$ cat src/rtl/rv_pkg.sv
// Shared RV32I definitions: writeback select encoding, load funct3 codes
// and the default datapath width. Used by decode, MEM/WB and writeback.
package rv_pkg;

    localparam int XLEN = 32;

    typedef enum logic [1:0] {
        WB_ALU  = 2'b00,
        WB_LOAD = 2'b01,
        WB_PC4  = 2'b10,
        WB_NONE = 2'b11
    } wb_sel_e;

    localparam logic [2:0] F3_LB  = 3'b000;
    localparam logic [2:0] F3_LH  = 3'b001;
    localparam logic [2:0] F3_LW  = 3'b010;
    localparam logic [2:0] F3_LBU = 3'b100;
    localparam logic [2:0] F3_LHU = 3'b101;

endpackage

$ cat src/rtl/load_formatter.sv
// Extracts and extends the addressed byte/halfword from an aligned load
// word. Purely combinational. Unknown funct3 encodings pass the full word.
module load_formatter #(
    parameter int XLEN = rv_pkg::XLEN
) (
    input  logic [XLEN-1:0] load_word,
    input  logic [2:0]      load_funct3,
    input  logic [1:0]      addr_lo,
    output logic [XLEN-1:0] load_value
);
    import rv_pkg::*;

    logic [7:0]  byte_lane;
    logic [15:0] half_lane;

    // Lane select: byte by full offset, halfword by offset bit 1 only.
    always_comb begin
        case (addr_lo)
            2'd0:    byte_lane = load_word[7:0];
            2'd1:    byte_lane = load_word[15:8];
            2'd2:    byte_lane = load_word[23:16];
            default: byte_lane = load_word[31:24];
        endcase
        half_lane = addr_lo[1] ? load_word[31:16] : load_word[15:0];
    end

    // Sign/zero extension according to load type.
    always_comb begin
        case (load_funct3)
            F3_LB:   load_value = {{(XLEN-8){byte_lane[7]}}, byte_lane};
            F3_LBU:  load_value = {{(XLEN-8){1'b0}}, byte_lane};
            F3_LH:   load_value = {{(XLEN-16){half_lane[15]}}, half_lane};
            F3_LHU:  load_value = {{(XLEN-16){1'b0}}, half_lane};
            default: load_value = load_word;
        endcase
    end

endmodule

$ cat src/rtl/wb_regfile.sv
// Writeback stage plus architectural register file. Selects the writeback
// value, commits it, serves two combinational read ports with write-first
// bypass, exposes the in-flight write for forwarding and counts retirements.
module wb_regfile #(
    parameter int XLEN  = rv_pkg::XLEN,
    parameter int NREGS = 32
) (
    input  logic            clk,
    input  logic            resetn,
    input  logic            wb_valid,
    input  logic            wb_reg_write,
    input  logic [1:0]      wb_sel,
    input  logic [4:0]      wb_rd,
    input  logic [XLEN-1:0] wb_alu_result,
    input  logic [XLEN-1:0] wb_load_word,
    input  logic [2:0]      wb_load_funct3,
    input  logic [1:0]      wb_addr_lo,
    input  logic [XLEN-1:0] wb_pc_plus_four,
    input  logic [4:0]      rs1_addr,
    input  logic [4:0]      rs2_addr,
    output logic [XLEN-1:0] rs1_data,
    output logic [XLEN-1:0] rs2_data,
    output logic            fwd_valid,
    output logic [4:0]      fwd_rd,
    output logic [XLEN-1:0] fwd_data,
    output logic [63:0]     instret
);
    import rv_pkg::*;

    logic [XLEN-1:0] regs [NREGS];
    logic [XLEN-1:0] load_value;
    logic [XLEN-1:0] wb_value;
    logic            we;

    load_formatter #(.XLEN(XLEN)) u_load_formatter (
        .load_word   (wb_load_word),
        .load_funct3 (wb_load_funct3),
        .addr_lo     (wb_addr_lo),
        .load_value  (load_value)
    );

    // resetn gates the enable so a write presented during reset is dropped
    // and never bypassed or forwarded.
    assign we = wb_valid & wb_reg_write & (wb_rd != 5'd0)
              & (wb_sel != WB_NONE) & resetn;

    // Writeback value mux.
    always_comb begin
        case (wb_sel_e'(wb_sel))
            WB_LOAD: wb_value = load_value;
            WB_PC4:  wb_value = wb_pc_plus_four;
            default: wb_value = wb_alu_result;
        endcase
    end

    // Register array: synchronous clear, commit on we. Entry 0 stays zero.
    always_ff @(posedge clk) begin
        if (!resetn) begin
            for (int i = 0; i < NREGS; i++) begin
                regs[i] <= '0;
            end
        end else if (we) begin
            regs[wb_rd] <= wb_value;
        end
    end

    // Read ports: x0 reads zero, then write-first bypass, then the array.
    always_comb begin
        rs1_data = '0;
        rs2_data = '0;
        if (rs1_addr != 5'd0) begin
            rs1_data = (we && (wb_rd == rs1_addr)) ? wb_value : regs[rs1_addr];
        end
        if (rs2_addr != 5'd0) begin
            rs2_data = (we && (wb_rd == rs2_addr)) ? wb_value : regs[rs2_addr];
        end
    end

    assign fwd_valid = we;
    assign fwd_rd    = wb_rd;
    assign fwd_data  = wb_value;

    // Retired-instruction counter; counts every valid WB slot and wraps.
    always_ff @(posedge clk) begin
        if (!resetn) begin
            instret <= '0;
        end else if (wb_valid) begin
            instret <= instret + 64'd1;
        end
    end

endmodule

$ cat config.mk
export PLATFORM = sky130hd
export DESIGN_NAME = wb_regfile
export DESIGN_NICKNAME = d
export VERILOG_FILES = /design/src/rtl/rv_pkg.sv /design/src/rtl/load_formatter.sv /design/src/rtl/wb_regfile.sv
export SDC_FILE = /design/constraint.sdc
export NUM_CORES = 2
export LEC_CHECK = 0
export CAP_MARGIN = 10
export CORE_MARGIN = 3
export CORE_UTILIZATION = 55
export CTS_CLUSTER_DIAMETER = 100
export DETAILED_ROUTE_END_ITERATION = 7
export PLACE_DENSITY = 0.75
export SYNTH_ARGS = -nofsm -noshare
export SYNTH_HDL_FRONTEND = slang
export SYNTH_SLANG_ARGS = --single-unit
$ cat constraint.sdc
create_clock -name clk -period 2.62 [get_ports clk]
set_input_delay 0.262 -clock clk [delete_from_list [all_inputs] [get_ports clk]]
set_output_delay 0.262 -clock clk [all_outputs]
set_load 0.005 [all_outputs]
==> results.txt <==
Synthesized instance count -> 4553
Static Leak -> 27.85 nW
Row Count -> 117
Core Region -> 0.1028 mm²
Number of synthesized register bits -> 1088
Max-Cap Viols -> 0
Slew @ Worst Pin -> 0.8778 ns
Max Freq -> 0.3304 GHz
Clock transition at path regs -> 0.06 ns
Fin. max-slew vios -> 0
Clk_lat worst skew -> 0.73 ns
DRC errors left -> 2
Cts bufs inserted -> 110
Die height -> 329.3 µm
Clk_skew -> 0.01093 ns
Max-Slew Margin vs Limit -> 41.22%
Fin. Hold Viols -> 0
DRT antenna net count -> 0
Cell area after layout -> 0.07439 mm²
Dpl cell area -> 0.06808 mm²
Post-route setup slack -> -0.4064 ns
Width of the die -> 329.3 µm
Total power -> 0.04440 W
Commonest cells after routing, fill and taps aside -> 1090 x nor2_1, 1024 x edfxtp_1, 599 x buf_4
Post-Place Worst Slack -> -1.378 ns
Gr usage total -> 43.58%
Peak VDD IR -> 587.7 µV
Max H-tree Level -> 3
TNS Setup -> -9.786 ns
Post-synth EDFFs -> 1024
Failing checks -> DRC, setup timing
Final setup violation count -> 65
Fillers -> 6461
Final HPWL DP -> 160.9 mm
Setup crit end kind -> output pin
P per Cell Area -> 596.9 mW/mm²
Root Buffer -> clkbuf_16
Drt wl/cell -> 35.38 µm
Syn Std Cell Area -> 0.05748 mm²
Vias in the first global route -> 48430
DRT Wirelength -> 241.4 mm
Area Growth Syn to Fin -> 29.42%
CP Data Required Time -> 2.36 ns
Fin nets -> 5484
Largest net degree at the start of global routing -> 93
Min Tclk post-route -> 3.026 ns
Initial drt markers -> 9604
Worst setup SP type -> flip-flop
Commonest non-fill, non-tap cell in the layout -> nor2_1
Via-to-Cell Ratio -> 7.276
FFs w/ async S/R, synth -> 0%
CP max FO -> 2
Synth unique cells -> 61
DR vias -> 49650
Main synth FF type -> edfxtp_1
RSZ-0062 raised after global routing -> yes
Status -> complete, but fails checks
Clock Sinks -> 1088
Yosys warns -> 0
Crit share post-route -> 115.5%
Initial antenna violation count -> 9
Arrival time at the worst endpoint -> 2.76 ns
Port Buffers -> 287
DR pass1 iterations -> 7
Initial Utilization -> 55.93%
Sequential area share after synthesis -> 55.73%
Global-route wire length before repair -> 335.3 mm
CTS tree -> built
Global-route congestion overflow total -> 0
Max Buffers Root-to-Sink -> 3
Type of the worst setup path -> flip-flop to output pin
Hold-fix buffers, CTS -> 0
Placer congestion estimate -> 1.004
Synth Area per Inst -> 12.62 µm²
Type of the most critical hold path -> input pin to flip-flop
Full die area -> 0.1084 mm²
# IOs -> 288
Share of cells above drive strength 1 -> 32.90%
Min Hold Slack -> 0.1275 ns
## cell usage after synthesis, types with 27 or more instances
cell type	number	area share (%)
mux4_2	315	12
nor2_1	1136	7.4
buf_2	127	1.1
nand3_1	119	1.0
inv_1	41	0.27
o21ai_0	36	0.31
mux2i_1	486	8.5
clkbuf_1	267	1.7
edfxtp_1	1024	53
o22ai_1	27	0.29
buf_6	27	0.53
a21oi_1	61	0.53
nor3_1	34	0.30
a211oi_1	51	0.67
dfxtp_1	64	2.2
xor2_1	45	0.69
a221oi_1	46	0.70
a22oi_1	183	2.4
nand2_1	145	0.95
## repair_timing
action                     CTS  global route
pin swaps                  203           111
setup buffers              103            30
gates resized for setup    715           110
cloned                       3             2
setup endpoints to repair   97            81
## registers in the layout, indices dropped and copies added (netlist names)
name,flops
regs,1024
instret,64
## worst paths after layout
check / startpoint / to / slack [ns] / depth (start not counted)
setup / recovery: regs[28][14]$_SDFFCE_PN0P_ / rs1_data[14] / -0.41 / 7
hold / removal: wb_valid / instret[0]$_SDFFE_PN0P_ / 0.13 / 4
setup reg to reg: instret[4]$_SDFFE_PN0P_ / instret[45]$_SDFFE_PN0P_ / 0.34 / 7
hold reg to reg: instret[63]$_SDFFE_PN0P_ / instret[63]$_SDFFE_PN0P_ / 0.49 / 2
## logic make-up (layout without fill, tap and decap cells)
group | count (synthesis) | count (layout) | synth area share (%)
AND/OR/NAND/NOR | 1567 | 1567 | 11.28
flip-flops | 1088 | 1088 | 55.73
multiplexers | 802 | 802 | 20.83
AO/OA/AOI/OAI | 518 | 518 | 6.979
buffers and inverters | 506 | 1369 | 4.071
XOR/XNOR | 67 | 67 | 1.021
adder cells (fa/ha/maj) | 4 | 4 | 0.08708
other | 1 | 41 | 0.006524
## critical path, stage by stage, from the launching register on
cell	delay, ns
edfxtp_1	0.40
mux4_2	0.47
nor2b_2	0.12
nor3_1	0.05
a31oi_1	0.21
o211ai_1	0.34
o21a_1	0.31
buf_2	0.13
## report_power, final
group          switching, W  internal, W  total (W)  leakage (nW)
combinational       0.00469      0.00357    0.00826          15.9
sequential         0.000508       0.0199     0.0204          10.2
clock               0.00702      0.00876     0.0158          1.72
## final cells by class
cell class	count	area, µm²	share of cell area (%)
Antenna cell	9	22.52	0.03028
Clock buffer	132	2900	3.899
Clock inverter	69	626.9	0.8427
Inverter	42	171.4	0.2304
Multi-Input combinational cell	2990	25420	34.17
Sequential cell	1088	32030	43.06
Tap cell	1368	1712	2.301
Timing Repair Buffer	1126	11510	15.47
## metrics by stage
step	instances	utilization [%]
final	6824	72.38
after global routing	6816	72.36
after CTS	6791	71.70
after detailed placement	6505	66.25
after global placement	6505	66.25
after floorplan	4584	-
## routing by layer
layer | routed length [µm] | vias up | global-route usage (%)
met5 | 303 | - | 1.553
li1 | - | 18750 | -
met1 | 73940 | 23920 | 53.45
met3 | 43350 | 1490 | 17.53
met4 | 22660 | 14 | 30.40
met2 | 101200 | 5478 | 63.00
Note: power is estimated with default switching activity, not from simulation.
